===== src/rtl/sliced_add_sequencer_if.sv =====
// Handshake and data bundle for the sliced add/subtract sequencer.
// The producer/consumer side uses 'master'; the sequencer itself uses 'slave'.
interface sliced_add_sequencer_if #(
  parameter int WIDTH = 32
);
  // Operand request channel
  logic             in_valid;
  logic             in_ready;
  logic [WIDTH-1:0] augend;
  logic [WIDTH-1:0] addend;
  logic             cin;
  logic             sub;

  // Result channel with condition-code flags
  logic             out_valid;
  logic             out_ready;
  logic [WIDTH-1:0] sum;
  logic             carry;
  logic             overflow;
  logic             zero;

  modport master (
    output in_valid, augend, addend, cin, sub, out_ready,
    input  in_ready, out_valid, sum, carry, overflow, zero
  );

  modport slave (
    input  in_valid, augend, addend, cin, sub, out_ready,
    output in_ready, out_valid, sum, carry, overflow, zero
  );
endinterface


===== src/rtl/sliced_add_sequencer.sv =====
// Multi-cycle add/subtract unit: one SLICE-bit adder is stepped across the
// operands, least significant slice first, with a registered carry linking
// consecutive slices. WIDTH must be an integer multiple of SLICE, and the
// interface instance must carry the same WIDTH as this module.
module sliced_add_sequencer #(
  parameter int WIDTH = 32,
  parameter int SLICE = 8
) (
  input logic                   clock,
  input logic                   reset,
  sliced_add_sequencer_if.slave bus
);

  localparam int N  = WIDTH / SLICE;
  localparam int CW = (N > 1) ? $clog2(N) : 1;
  localparam logic [CW-1:0] LAST = CW'(N - 1);

  localparam logic [1:0] IDLE = 2'd0;
  localparam logic [1:0] RUN  = 2'd1;
  localparam logic [1:0] DONE = 2'd2;

  logic [1:0]       state_q, state_d;
  logic [CW-1:0]    cnt_q, cnt_d;
  logic [WIDTH-1:0] aug_q, aug_d;
  logic [WIDTH-1:0] add_q, add_d;
  logic             cy_q, cy_d;
  logic [WIDTH-1:0] sum_q, sum_d;
  logic             carry_q, carry_d;
  logic             ovf_q, ovf_d;
  logic             zero_q, zero_d;

  int               slice_base;
  logic [SLICE-1:0] slice_a;
  logic [SLICE-1:0] slice_b;
  logic [SLICE:0]   slice_r;

  // Slice adder: pick the active slice of each operand and add the link carry.
  always_comb begin
    slice_base = int'(cnt_q) * SLICE;
    slice_a    = aug_q[slice_base +: SLICE];
    slice_b    = add_q[slice_base +: SLICE];
    slice_r    = {1'b0, slice_a} + {1'b0, slice_b} + {{SLICE{1'b0}}, cy_q};
  end

  // Next-state and datapath control for the IDLE/RUN/DONE sequence.
  always_comb begin
    // NOTE: every variable gets a hold default first so no path leaves it
    // unassigned, which would otherwise infer a latch.
    state_d = state_q;
    cnt_d   = cnt_q;
    aug_d   = aug_q;
    add_d   = add_q;
    cy_d    = cy_q;
    sum_d   = sum_q;
    carry_d = carry_q;
    ovf_d   = ovf_q;
    zero_d  = zero_q;

    case (state_q)
      IDLE: begin
        if (bus.in_valid) begin
          // Subtraction is addition of the inverted addend; the carry-in
          // flips so that a borrow-in of 1 subtracts one more.
          aug_d   = bus.augend;
          add_d   = bus.sub ? ~bus.addend : bus.addend;
          cy_d    = bus.cin ^ bus.sub;
          sum_d   = '0;
          cnt_d   = '0;
          state_d = RUN;
        end
      end

      RUN: begin
        sum_d[slice_base +: SLICE] = slice_r[SLICE-1:0];
        cy_d  = slice_r[SLICE];
        cnt_d = cnt_q + 1'b1;
        if (cnt_q == LAST) begin
          carry_d = slice_r[SLICE];
          ovf_d   = (aug_q[WIDTH-1] == add_q[WIDTH-1]) &&
                    (slice_r[SLICE-1] != aug_q[WIDTH-1]);
          zero_d  = (sum_d == '0);
          cnt_d   = '0;
          state_d = DONE;
        end
      end

      DONE: begin
        if (bus.out_ready) state_d = IDLE;
      end

      default: state_d = IDLE;
    endcase
  end

  // Control state, result and flags, all cleared by synchronous reset.
  always_ff @(posedge clock) begin
    // NOTE: non-blocking assignments so every flop samples pre-edge values.
    if (reset) begin
      state_q <= IDLE;
      cnt_q   <= '0;
      cy_q    <= 1'b0;
      sum_q   <= '0;
      carry_q <= 1'b0;
      ovf_q   <= 1'b0;
      zero_q  <= 1'b0;
    end else begin
      state_q <= state_d;
      cnt_q   <= cnt_d;
      cy_q    <= cy_d;
      sum_q   <= sum_d;
      carry_q <= carry_d;
      ovf_q   <= ovf_d;
      zero_q  <= zero_d;
    end
  end

  // Operand holding registers.
  always_ff @(posedge clock) begin
    // NOTE: no reset here; they are always loaded on accept before any use.
    aug_q <= aug_d;
    add_q <= add_d;
  end

  assign bus.in_ready  = (state_q == IDLE);
  assign bus.out_valid = (state_q == DONE);
  assign bus.sum       = sum_q;
  assign bus.carry     = carry_q;
  assign bus.overflow  = ovf_q;
  assign bus.zero      = zero_q;

endmodule


===== src/flat_wrapper.sv =====
// flat-port wrapper written by rule: the top's interface ports become plain ports
module sliced_add_sequencer_flat 
#(
  parameter int WIDTH = 32,
  parameter int SLICE = 8
)
  (clock, reset, bus_in_valid, bus_augend, bus_addend, bus_cin, bus_sub, bus_out_ready, bus_in_ready, bus_out_valid, bus_sum, bus_carry, bus_overflow, bus_zero);
  sliced_add_sequencer_if #(.WIDTH(WIDTH)) bus_i ();
  input logic clock;
  input logic reset;
  input wire logic [$bits(bus_i.in_valid)-1:0] bus_in_valid;
  input wire logic [$bits(bus_i.augend)-1:0] bus_augend;
  input wire logic [$bits(bus_i.addend)-1:0] bus_addend;
  input wire logic [$bits(bus_i.cin)-1:0] bus_cin;
  input wire logic [$bits(bus_i.sub)-1:0] bus_sub;
  input wire logic [$bits(bus_i.out_ready)-1:0] bus_out_ready;
  output wire logic [$bits(bus_i.in_ready)-1:0] bus_in_ready;
  output wire logic [$bits(bus_i.out_valid)-1:0] bus_out_valid;
  output wire logic [$bits(bus_i.sum)-1:0] bus_sum;
  output wire logic [$bits(bus_i.carry)-1:0] bus_carry;
  output wire logic [$bits(bus_i.overflow)-1:0] bus_overflow;
  output wire logic [$bits(bus_i.zero)-1:0] bus_zero;
  assign bus_i.in_valid = bus_in_valid;
  assign bus_i.augend = bus_augend;
  assign bus_i.addend = bus_addend;
  assign bus_i.cin = bus_cin;
  assign bus_i.sub = bus_sub;
  assign bus_i.out_ready = bus_out_ready;
  assign bus_in_ready = bus_i.in_ready;
  assign bus_out_valid = bus_i.out_valid;
  assign bus_sum = bus_i.sum;
  assign bus_carry = bus_i.carry;
  assign bus_overflow = bus_i.overflow;
  assign bus_zero = bus_i.zero;
  sliced_add_sequencer #(.WIDTH(WIDTH), .SLICE(SLICE)) u_core (.clock(clock), .reset(reset), .bus(bus_i));
endmodule

===== config.mk =====
export PLATFORM = sky130hd
export DESIGN_NAME = sliced_add_sequencer_flat
export DESIGN_NICKNAME = d
export VERILOG_FILES = /design/src/rtl/sliced_add_sequencer_if.sv /design/src/rtl/sliced_add_sequencer.sv /design/src/flat_wrapper.sv
export SDC_FILE = /design/constraint.sdc
export NUM_CORES = 1
export LEC_CHECK = 0
export ABC_AREA = 1
export CORE_MARGIN = 2
export CORE_UTILIZATION = 25
export DETAILED_ROUTE_END_ITERATION = 7
export RECOVER_POWER = 100
export SYNTH_ARGS = -nofsm -noshare
export SYNTH_HDL_FRONTEND = slang
export SYNTH_SLANG_ARGS = --single-unit

===== constraint.sdc =====
create_clock -name clock -period 6.05 [get_ports clock]
set_input_delay 0.605 -clock clock [delete_from_list [all_inputs] [get_ports clock]]
set_output_delay 0.605 -clock clock [all_outputs]
set_load 0.01 [all_outputs]

======== Word level (Yosys, flattened, before mapping) ========
Index checks and enable logic that the tools add are counted.
word-level totals
  bits in latches ......................... 0
  input port bits ......................... 70
  memory bits (writable) .................. 0
  logic and storage cells ................. 48
  register bits ........................... 104
  memory bits (read-only) ................. 0
  memories kept ........................... 0
  output and inout port bits .............. 37
operators by class
  equal/unequal tests ..................... 8
  bitwise gates (word level) .............. 2
  add/subtract/negate cells ............... 4
  divide/modulo/power cells ............... 0
  shift operators ......................... 4
  magnitude comparators ................... 0
  reduce and logical (&&, ||, !) cells .... 8
  multiplexer cells ....................... 13
  multipliers ............................. 0
operator list
  operator                                                                 count
  32-bit two-way mux                                                       2
  32-bit one-hot mux with 2 select lines                                   1
  32-bit by 6-bit variable part select with 8-bit output                   2
  5-bit negator with 33-bit output                                         1
  8-bit by 33-bit variable shift with 32-bit output, first input constant  1
  8-bit by 33-bit variable part select with 32-bit output                  1
  32-bit bitwise mux                                                       1
  32-bit zero test                                                         1
  32-bit NOT                                                               1
  2-bit two-way mux                                                        5
  8-bit by 8-bit adder with 9-bit output                                   1
  9-bit by 1-bit adder with 9-bit output                                   1
  2-bit one-hot mux with 3 select lines                                    1
  2-bit AND reduction                                                      3
  2-bit equality test, second input constant                               2
  2-bit != test, second input constant                                     2
  2-bit one-hot mux with 2 select lines                                    1
  3-bit AND reduction                                                      1
  2-bit by 1-bit adder with 2-bit output, second input constant            1
  2-bit by 1-bit equality test with 1-bit output, second input constant    1
  2-bit zero test                                                          1
  2-bit by 1-bit != test with 1-bit output, second input constant          1
  1-bit one-hot mux with 2 select lines                                    1
  2-bit nonzero test                                                       1
  5 further kinds                                                          5

======== Logic depth before layout (Yosys ltp) ========
Gate-level depths: netlist (run 1).
  word-level depth ........................ 6
  depth in mapped cells ................... 21
  depth with buffers taken out ............ 19

======== Worst setup path after synthesis (run 1) ========
Ideal clock, no wire load.
  kind .................................... flip-flop to flip-flop
  start ................................... register u_core.cnt_q[0]
  end ..................................... register u_core.zero_q (netlist: u_core.bus.zero)
  path buffers ............................ 3
  clock period less this slack ............ 3,059 ps
  slack ................................... 2,991 ps
  data arrival time ....................... 2,989 ps
  stages on the path, launching flop included .. 21
  data required time ...................... 5,980 ps
  setup time .............................. 70 ps
  path through ............................ dfxtp_1 -> buf_4 -> clkbuf_1 -> clkbuf_1 -> nor2_1 -> o22ai_1 -> fa_1 -> fa_1 -> inv_1 -> nor2_1 -> a21oi_2 -> nand2_1 -> nor2_1 -> nand2_1 -> nor2_1 -> nand2_1 -> nor2_1 -> nand2_1 -> nor2_1 -> nand3_1 -> a21oi_1
on the way
  word-level cells in the longest chain between the ends .. 6
  elaborated cells between the ends (all ways) .. 11
  those cells by class .................... add/sub: 3; eq/ne: 1; shift: 4; mux: 1; reduce/logical: 2
ends and longest elaborated chain
  element                                                                    RTL line                                                text
  start: declaration                                                         sliced_add_sequencer.sv:23                              logic [CW-1:0] cnt_q, cnt_d;
  start signal: assignment                                                   sliced_add_sequencer.sv:108                             cnt_q <= cnt_d;
  32-bit by 6-bit variable part select with 8-bit output (on tied branches)  sliced_add_sequencer.sv:40, sliced_add_sequencer.sv:41
  8-bit by 8-bit adder with 9-bit output                                     sliced_add_sequencer.sv:42                              slice_r = {1'b0, slice_a} + {1'b0, slice_b} + {{SLICE{1'b0}}, cy_q};
  9-bit by 1-bit adder with 9-bit output                                     sliced_add_sequencer.sv:42
  8-bit by 33-bit variable part select with 32-bit output                    sliced_add_sequencer.sv:74                              sum_d[slice_base +: SLICE] = slice_r[SLICE-1:0];
  32-bit bitwise mux                                                         sliced_add_sequencer.sv:74
  32-bit zero test                                                           sliced_add_sequencer.sv:81                              zero_d = (sum_d == '0);
  end signal: assignment                                                     sliced_add_sequencer.sv:113                             zero_q <= zero_d;
  end: declaration                                                           sliced_add_sequencer.sv:30                              logic zero_q, zero_d;
Several ways; a longest one is shown, not always the timed one.
A chain may end at the register's enable or synchronous reset.

======== Final worst setup path (run 1) ========
  start ................................... register u_core.cnt_q[1]
  end ..................................... register u_core.zero_q (netlist: u_core.bus.zero)
The elaborated chain is that of the path after synthesis.

==> impl_metrics.toml, run 1 <==
[cts]
ctsHtreeMaxLevel = 3
clock_tree.buffer_depth = 2
path_clk_slew_ns = 0.07
clock-sinks = 104
worst_skew_pair.late_latency_ns = 0.36
ctsHoldBuffers = 0
cts_inserted_buffers = 9
cts_root_buf = "sky130_fd_sc_hd__clkbuf_16"
post_cts_setup_buffer_count = 0
cts.repair.resized = 0
tritoncts = "built"

[sta]
worst_slew_pin_slew_ns = 2.05
max_clock_freq_mhz = 254
finalHoldWorstSlack_ns = 0.482
timing.final.setup_violations = 0
timing.final.hold_violations = 0
skew_ns = 0.0101
max_slew_margin_pct = -36.4
timing.final.crit_period_ns = 3.93
timing.setup.tns_ns = 0
timing_max_transition_violations_final = 34
layout_worst_path_cycle_share_pct = 65.0
rsz_0062_raised_after_global_routing = "false"

[die]
floorplan.die_area_sq_mm = 0.0219
floorplan.io_pins = 107
core.rowCount = 52
die_height_um = 148
core_region_area_sq_mm = 0.0203
dieWidth_um = 148
initial_utilization_pct = 25.5

[global_route]
grt_pass1_vias = 4110
antenna_found_initial = 1
grt_pass1_wl_um = 22400
grt.total_usage_pct = 13.2
grt_start_max_net_pins = 67
total_gr_overflow = 0

[outcome]
outcome = "finished, violations left"
violations = "max-capacitance violations, max-slew violations"

[yosys]
synth_sequential_area_ratio_pct = 52.5
synth.cell_area_sq_mm = 0.00518
post_synth_inst_count = 603
yosys.cell_types.count = 31
synth_area_per_cell_sq_um = 8.60
syn_nets = 688
synth-warning-count = 0
yosys_register_bits = 104

[setup_path]
setup.worst_path.start_class = "register"
timing.reg2reg.setup_slack_ns = 2.12
path_max_fanout = 21
path_class = "reg2reg"
worstPathArrival_ns = 4.21
timing.critical_path.to_type = "register"
cp_data_required_time_ns = 6.33

[routing]
detail_route.vias_per_cell = 4.42
drc = 0
wirelength_um = 14200
detailedRoute.firstPassIterationCount = 5
post_drt_wl_per_cell_um = 14.6
final_antenna_net_count = 0
drtIter0Drc = 342
route.vias.total = 4309

[finish]
final_nets = 784
area.growth.synth_to_final_pct = 30.6
postLayoutCellArea_sq_mm = 0.00677
drive_above_1_share_pct = 4.12
final.fill_count = 2130
final_cell_mix = "sky130_fd_sc_hd__nand2_1 (154), sky130_fd_sc_hd__nor2_1 (73), sky130_fd_sc_hd__dlygate4sd3_1 (70), sky130_fd_sc_hd__edfxtp_1 (64), sky130_fd_sc_hd__o21ai_0 (47)"
final_common_cell = "sky130_fd_sc_hd__nand2_1"
antennaDiodeCount = 0
final_design_utilization_pct = 33.3

[placed_design]
dpl-instance-area_sq_mm = 0.00650
globalplace.congestion = 0.920
detailedPlacementHpwl_um = 10400
port-buffer-count = 106

[power]
power.density_mw_per_mm2 = 265
power_leakage_uw = 0.00267
vdd_drop_max_mv = 0.147

[worst_hold_path]
min-delay-path-class = "reg2reg"

[flow_run]
drv.max_cap_violation_count = 1
state kept, by name, indices dropped and copies added (netlist names):
signal,cells
u_core.state_q,2
u_core.aug_q,32
u_core.bus.sum,32
u_core.add_q,32
u_core.cy_q,1
u_core.bus.carry,1
u_core.cnt_q,2
u_core.bus.overflow,1
u_core.bus.zero,1
metrics by stage:
| stage | setup slack, ns | std cells | total power, uW |
|---|---|---|---|
| 2_1_floorplan | 2.99 | 603 | 1090 |
| 3_3_place_gp | 2.35 | 958 | 1250 |
| 3_5_place_dp | 2.18 | 958 | 1260 |
| 4_1_cts | 2.15 | 974 | 1820 |
| 5_1_grt | 1.66 | 974 | 1890 |
| 6_report | 2.12 | 974 | 1790 |
area by class of cell:
cell class,instances,area [sq um],share of cell area (%)
Sequential cell,104,2720,40.2
Multi-Input combinational cell,429,2180,32.2
Timing Repair Buffer,110,1080,15.9
Tap cell,270,338,4.99
Clock buffer,10,229,3.38
Inverter,45,169,2.50
Clock inverter,6,51.3,0.758
metal layers:
metal  wire (um)  part of all wire (%)  GRT usage [%]  up-vias
met5          13                 0.092              0        -
met4         214                   1.5           3.76        2
met3         805                   5.7           3.46       18
met2        6170                    44           19.5      138
met1        6970                    49           19.0     1944
li1            -                     -              -     2207
critical path: stages, from the launching register on:
cell                       delay, ns
sky130_fd_sc_hd__dfxtp_1        0.79
sky130_fd_sc_hd__inv_1          0.50
sky130_fd_sc_hd__o21ai_0        0.19
sky130_fd_sc_hd__o22ai_1        0.11
sky130_fd_sc_hd__fa_1           0.46
sky130_fd_sc_hd__fa_1           0.45
sky130_fd_sc_hd__inv_1          0.07
sky130_fd_sc_hd__nand2_1        0.06
sky130_fd_sc_hd__and2_0         0.15
sky130_fd_sc_hd__a21boi_0       0.30
sky130_fd_sc_hd__nand2_1        0.09
sky130_fd_sc_hd__nor2_1         0.11
sky130_fd_sc_hd__nand2_1        0.07
sky130_fd_sc_hd__nor2_1         0.09
sky130_fd_sc_hd__nand3_1        0.08
sky130_fd_sc_hd__nor2_1         0.11
sky130_fd_sc_hd__nand3_1        0.09
sky130_fd_sc_hd__a21oi_1        0.12
path summary, 6_finish.rpt:
| path | cells after the start | from | end |
|---|---|---|---|
| worst min register to register | 2 | u_core.bus.sum[30] | u_core.bus.sum[30] |
| worst max-delay path | 17 | u_core.cnt_q[1] | u_core.bus.zero |
| worst min-delay path | 2 | u_core.bus.sum[30] | u_core.bus.sum[30] |
| worst max register to register | 17 | u_core.cnt_q[1] | u_core.bus.zero |
synth_stat cells:
| cell type | n | area [sq um] |
|---|---|---|
| sky130_fd_sc_hd__buf_1 | 4 | 15.0 |
| sky130_fd_sc_hd__buf_2 | 6 | 30.0 |
| sky130_fd_sc_hd__a22oi_1 | 1 | 7.51 |
| sky130_fd_sc_hd__and2_1 | 1 | 6.26 |
| sky130_fd_sc_hd__a21oi_1 | 41 | 205 |
| sky130_fd_sc_hd__inv_1 | 41 | 154 |
| sky130_fd_sc_hd__nor2_1 | 73 | 274 |
| sky130_fd_sc_hd__fa_1 | 2 | 40.0 |
| sky130_fd_sc_hd__xor2_1 | 33 | 289 |
| sky130_fd_sc_hd__nand4_1 | 9 | 56.3 |
| sky130_fd_sc_hd__a2bb2oi_1 | 2 | 17.5 |
| sky130_fd_sc_hd__nor2_2 | 1 | 6.26 |
| sky130_fd_sc_hd__a211oi_1 | 1 | 7.51 |
| sky130_fd_sc_hd__buf_4 | 1 | 7.51 |
| sky130_fd_sc_hd__nand3_2 | 1 | 10.0 |
| sky130_fd_sc_hd__nand2_2 | 2 | 12.5 |
| sky130_fd_sc_hd__a21boi_2 | 1 | 11.3 |
| sky130_fd_sc_hd__o21ai_0 | 47 | 235 |
| sky130_fd_sc_hd__ha_1 | 13 | 163 |
| sky130_fd_sc_hd__nor3_2 | 1 | 10.0 |
| sky130_fd_sc_hd__nand3_1 | 27 | 135 |
| sky130_fd_sc_hd__nand2_1 | 153 | 574 |
| sky130_fd_sc_hd__dfxtp_1 | 40 | 801 |
| sky130_fd_sc_hd__nor3_1 | 1 | 5.00 |
| sky130_fd_sc_hd__o22ai_1 | 16 | 100 |
| sky130_fd_sc_hd__clkbuf_1 | 14 | 52.6 |
| sky130_fd_sc_hd__inv_2 | 4 | 15.0 |
| sky130_fd_sc_hd__a21oi_2 | 1 | 8.76 |
| sky130_fd_sc_hd__o21bai_1 | 1 | 7.51 |
| sky130_fd_sc_hd__o21ai_1 | 1 | 5.00 |
| sky130_fd_sc_hd__edfxtp_1 | 64 | 1920 |
power by group:
part	total, uW	switching, uW	internal, uW
registers	816	15.2	801
clock network	564	278	286
logic	412	268	144
logic make-up (layout without fill, tap and decap cells):
group	after synthesis	count (layout)	share of synthesized area, %
adder cells (fa/ha/maj)	15	15	3.91
AND/OR/NAND/NOR	269	269	21.0
buffers and inverters	70	171	5.29
XOR/XNOR	33	33	5.58
flip-flops	104	104	52.5
AO/OA/AOI/OAI	112	112	11.7
Note: power is estimated with default switching activity, not from simulation.
==> run 2, diff against run 1 <==
Clock period 6.05 ns to 3.5 ns, I/O delays scaled along.
==> run 2 against run 1 <==
Compared with the run above: the flow still finishes with violations (max-capacitance violations, max-slew violations); clock power up 70%; largest power group unchanged; combinational power up 80%; via count up 3.0%; critical path type unchanged; highest routed layer unchanged; first-iteration DRC count down 21%; power up 74%; hold slack worse by 0.0014 ns.
==> impl_metrics.toml, run 2 (synthesis gave the netlist of run 1 again) <==
[sta]
timing.final.hold_violations = 0
skew_ns = 0.00632
timing.setup.tns_ns = 0
timing.final.setup_violations = 0
max_clock_freq_mhz = 319
max_slew_margin_pct = -36.1
rsz_0062_raised_after_global_routing = "false"
timing_max_transition_violations_final = 34
timing.final.crit_period_ns = 3.13
layout_worst_path_cycle_share_pct = 89.5
worst_slew_pin_slew_ns = 2.04

[setup_path]
worst_r2r_path_cells = 21
timing.reg2reg.setup_slack_ns = 0.37
maximum_single_stage_delay_on_the_critical_path_ns = 0.34
cp_data_required_time_ns = 3.79
regToRegEndpoint = "u_core.bus.zero"
path_buf_inv = 4
worst_path_most_repeated_cell = "sky130_fd_sc_hd__nand2_1"
timing.critical_path.max_delay_family = "simple AND/OR/NAND/NOR gates"
setup.worst_path.start_class = "register"
timing.critical_path.slowest_stage_cell = "sky130_fd_sc_hd__ha_1"
reg2reg_from = "u_core.cnt_q[0]"
path_max_fanout = 22
worstPathArrival_ns = 3.42
timing.critical_path.to_type = "register"
cp_cell_sequence = "inv_2 > buf_4 > nor2_1 > o22ai_1 > ha_1 > nand2_1 > nand2_1 > inv_1 > nand2_1 > nand2_1 > nand2_1 > nand2_1 > nand2_1 > buf_4 > nand3_1 > nand2_1 > nor2_1 > nand2_1 > nor2_1 > nand3_1 > a21oi_1"
path_class = "reg2reg"

[power]
vdd_drop_max_mv = 0.215
power_leakage_uw = 0.00271
power.density_mw_per_mm2 = 456
total_power_uw = 3110

[finish]
final_nets = 793
final.fill_count = 2169
final_design_utilization_pct = 33.6
final_common_cell = "sky130_fd_sc_hd__nand2_1"
final-instance-count-excl-fill = 982
area.growth.synth_to_final_pct = 31.8
drive_above_1_share_pct = 5.06
final_cell_mix = "sky130_fd_sc_hd__nand2_1 (154), sky130_fd_sc_hd__nor2_1 (73), sky130_fd_sc_hd__dlygate4sd3_1 (69), sky130_fd_sc_hd__edfxtp_1 (64), sky130_fd_sc_hd__o21ai_0 (47)"
antennaDiodeCount = 0

[placed_design]
port-buffer-count = 106
number_of_placed_instances_with_taps_included = 967
detailedPlacementHpwl_um = 10800
globalplace.congestion = 0.881

[cts]
post_cts_setup_buffer_count = 0
path_clk_slew_ns = 0.07
cts_root_buf = "sky130_fd_sc_hd__clkbuf_16"
ctsHoldBuffers = 0
cts.repair.resized = 0
clock-sinks = 104
tritoncts = "built"
clock_tree.buffer_depth = 2
cts_inserted_buffers = 9
worst_skew_pair.late_latency_ns = 0.35
ctsHtreeMaxLevel = 3

[die]
die_height_um = 148
floorplan.io_pins = 107
core_region_area_sq_mm = 0.0203
floorplan.die_area_sq_mm = 0.0219
core.rowCount = 52
initial_utilization_pct = 25.5
dieWidth_um = 148

[routing]
detail_route.vias_per_cell = 4.52
route.vias.total = 4440
wirelength_um = 14400
drtIter0Drc = 269
final_antenna_net_count = 0
post_drt_wl_per_cell_um = 14.7
detailedRoute.firstPassIterationCount = 5
drc = 0

[flow_run]
drv.max_cap_violation_count = 1

[worst_hold_path]
holdPathEnd = "u_core.bus.sum[20]"
hold_depth = 2
min-delay-path-class = "reg2reg"
worst_hold_startpoint = "u_core.bus.sum[20]"

[global_route]
total_gr_overflow = 0
grt_pass1_wl_um = 23300
antenna_found_initial = 1
grt_start_max_net_pins = 58
grt_pass1_vias = 4325
grt.total_usage_pct = 13.7

[outcome]
outcome = "finished, violations left"
violations = "max-capacitance violations, max-slew violations"
==> run 2: area by class of cell <==
| class | count | area (sq um) | area share [%] |
|---|---|---|---|
| inverter | 45 | 169 | 2.47 |
| clock inverter | 6 | 51.3 | 0.751 |
| multi-input combinational | 429 | 2180 | 31.9 |
| clock buffer | 9 | 225 | 3.30 |
| sequential | 104 | 2720 | 39.9 |
| timing repair buffer | 119 | 1140 | 16.7 |
| tap | 270 | 338 | 4.95 |
==> run 2: tightest hold or removal path, cell delays in order, from the launching register on <==
cell                      delay [ns]
sky130_fd_sc_hd__dfxtp_1        0.32
sky130_fd_sc_hd__nand2_1        0.06
sky130_fd_sc_hd__a21oi_1        0.06
==> run 2: report_power, final <==
part,internal (uW),total (uW),switching (uW)
clock network,490,960,470
logic,264,743,478
registers,1390,1410,24.2
==> run 2: per-layer routing <==
layer  wire length, um  global-route usage [%]
met1              6950                    19.2
met2              6340                    20.9
met3               867                    3.33
met4               269                    4.19
met5                13                       0
==> run 2: worst max path at each step <==
stage	slack, ns	endpoint	cells past startpoint	from
global placement	0.51	u_core.bus.zero	19	u_core.cnt_q[0]
floorplan	0.44	u_core.bus.zero	20	u_core.cnt_q[0]
global route	0.04	u_core.bus.zero	21	u_core.cnt_q[0]
CTS	0.44	u_core.bus.zero	16	u_core.cnt_q[1]
finish	0.37	u_core.bus.zero	21	u_core.cnt_q[0]
detailed placement	0.47	u_core.bus.zero	16	u_core.cnt_q[1]
==> run 2: stage by stage <==
step           hold WS [ns]  setup slack, ns  cell area [sq um]
2_1_floorplan         0.449            0.441               5180
3_3_place_gp          0.474            0.508               6570
3_5_place_dp          0.478            0.465               6570
4_1_cts               0.488            0.444               6850
5_1_grt               0.505           0.0395               6830
6_report              0.481            0.369               6830
==> run 3, diff against run 2 <==
Settings changed: CTS_BUF_LIST set to sky130_fd_sc_hd__clkbuf_8.
Clock period 3.5 ns to 3.1 ns, I/O delays scaled along.
==> run 3 against run 2 <==
Compared with the run above: the run still ends with max-capacitance violations, max-slew violations left; utilization is 0.41 points higher; global-route usage is 0.073 points higher; sequential cell count stayed put; clock skew is 0.013 ns higher; non-clock buffer count is 15 higher; critical endpoint unchanged.
==> impl_metrics.toml, run 3 (synthesis gave the netlist of run 1 again) <==
[outcome]
outcome = "finished, violations left"
violations = "max-capacitance violations, max-slew violations"

[power]
power_frac_seq_pct = 46.8
vdd_drop_max_mv = 0.264
power_leakage_uw = 0.00276
total_switching_power_uw = 1100
power.density_mw_per_mm2 = 492
intPower_uw = 2300
power_frac_comb_pct = 26.7
pwr-share-clk_pct = 26.4
power_switching_share_pct = 32.4

[routing]
drtIter0Drc = 276
post_drt_wl_per_cell_um = 14.7
route.vias.total = 4468
final_antenna_net_count = 0
drc = 0
detail_route.vias_per_cell = 4.48
wirelength_um = 14600
detailedRoute.firstPassIterationCount = 5

[placed_design]
detailedPlacementHpwl_um = 11000
port-buffer-count = 106
globalplace.congestion = 0.910
dp_worst_setup_slack_ns = 0.101
number_of_placed_instances_with_taps_included = 981
dpl-instance-area_sq_mm = 0.00668

[cts]
path_clk_slew_ns = 0.11
clock-sinks = 104
worst_skew_pair.late_latency_ns = 0.40
tritoncts = "built"
clock_tree.buffer_depth = 2
cts_inserted_buffers = 9
ctsHtreeMaxLevel = 3
cts_root_buf = "sky130_fd_sc_hd__clkbuf_8"

[setup_path]
cp_data_required_time_ns = 3.42
path_max_fanout = 10
worst_path_most_repeated_cell = "sky130_fd_sc_hd__nor2_1"
cp_cell_sequence = "buf_4 > nor2_2 > o22ai_1 > fa_2 > fa_2 > inv_1 > nor2_1 > a21oi_2 > nand2_1 > nor2_1 > nand2_1 > nor2_1 > nand2_1 > nor2_1 > nand2_1 > nor2_1 > nand3_1 > a21oi_1"
path_buf_inv = 2
maximum_single_stage_delay_on_the_critical_path_ns = 0.45
critical_path.startpoint = "u_core.cnt_q[0]"
path_class = "reg2reg"
setup.worst_path.start_class = "register"
reg2reg_from = "u_core.cnt_q[0]"
worstPathArrival_ns = 3.18
timing.critical_path.max_delay_family = "simple AND/OR/NAND/NOR gates"
timing.critical_path.to_type = "register"
timing.critical_path.slowest_stage_cell = "sky130_fd_sc_hd__fa_2"

[die]
dieWidth_um = 148
initial_utilization_pct = 25.5
die_height_um = 148
floorplan.die_area_sq_mm = 0.0219
floorplan.io_pins = 107
core.rowCount = 52
core_region_area_sq_mm = 0.0203

[sta]
min_setup_slack_post_route_ns = 0.236
max_slew_margin_pct = -7.23
timing.final.crit_period_ns = 2.86
timing.final.hold_violations = 0
skew_ns = 0.0189
layout_worst_path_cycle_share_pct = 92.4
worst_slew_pin_slew_ns = 1.61
rsz_0062_raised_after_global_routing = "false"
timing.final.setup_violations = 0
timing_max_transition_violations_final = 27
timing.setup.tns_ns = 0
max_clock_freq_mhz = 349

[global_route]
antenna_found_initial = 0
grt_pass1_vias = 4339
grt_start_max_net_pins = 41
grt_pass1_wl_um = 23300
total_gr_overflow = 0
grt.total_usage_pct = 13.8

[finish]
area.growth.synth_to_final_pct = 33.4
drive_above_1_share_pct = 7.83
antennaDiodeCount = 0
postLayoutCellArea_sq_mm = 0.00691
final_cell_mix = "sky130_fd_sc_hd__nand2_1 (153), sky130_fd_sc_hd__dlygate4sd3_1 (75), sky130_fd_sc_hd__nor2_1 (72), sky130_fd_sc_hd__edfxtp_1 (64), sky130_fd_sc_hd__o21ai_0 (44)"
final_nets = 808
final-instance-count-excl-fill = 998
final_common_cell = "sky130_fd_sc_hd__nand2_1"
final_design_utilization_pct = 34.1

[worst_hold_path]
min-delay-path-class = "in2reg"
worst_hold_startpoint = "bus_sub"

[flow_run]
drv.max_cap_violation_count = 1
[run 3: through the flow]
step | total power [uW] | hold slack, ns
floorplan | 2130 | 0.409
global placement | 2530 | 0.472
detailed placement | 2530 | 0.476
CTS | 3430 | 0.355
global route | 3580 | 0.486
finish | 3400 | 0.460
[run 3: repair_timing]
action / in CTS / in global routing
gates resized for setup: 0 / 18
endpoints found under the setup margin: 0 / 4
buffers inserted: 0 / 1
hold buffers: 0 / 0
[run 3: path summary, 6_finish.rpt]
check / endpoint / slack [ns] / cells past startpoint
worst max-delay path: u_core.bus.zero / 0.24 / 18
worst min-delay path: u_core.add_q[15] / 0.46 / 2
worst max register to register: u_core.bus.zero / 0.24 / 18
worst min register to register: u_core.bus.sum[5] / 0.49 / 2
[run 3: power groups by stage]
stage / sequential (uW) / combinational, uW / clock [uW]
global route: 1600 / 1010 / 966
floorplan: 1620 / 514 / 0
detailed placement: 1620 / 909 / 0
global placement: 1620 / 909 / 0
finish: 1590 / 909 / 897
CTS: 1590 / 912 / 922
[run 3: layout make-up]
| class | instances | area (sq um) |
|---|---|---|
| inverters | 45 | 171 |
| repair buffers | 134 | 1270 |
| flip-flops and latches | 104 | 2730 |
| well taps | 270 | 338 |
| clock buffers | 9 | 124 |
| fillers | 2119 | 13400 |
| multi-input cells | 429 | 2210 |
| clock inverters | 7 | 75.1 |
[run 3: layer usage]
| metal | share of wire, % | track usage, % |
|---|---|---|
| met4 | 1.6 | 4.10 |
| met5 | 0 | 0 |
| met1 | 48 | 19.3 |
| met3 | 6.0 | 3.30 |
| met2 | 45 | 21.1 |
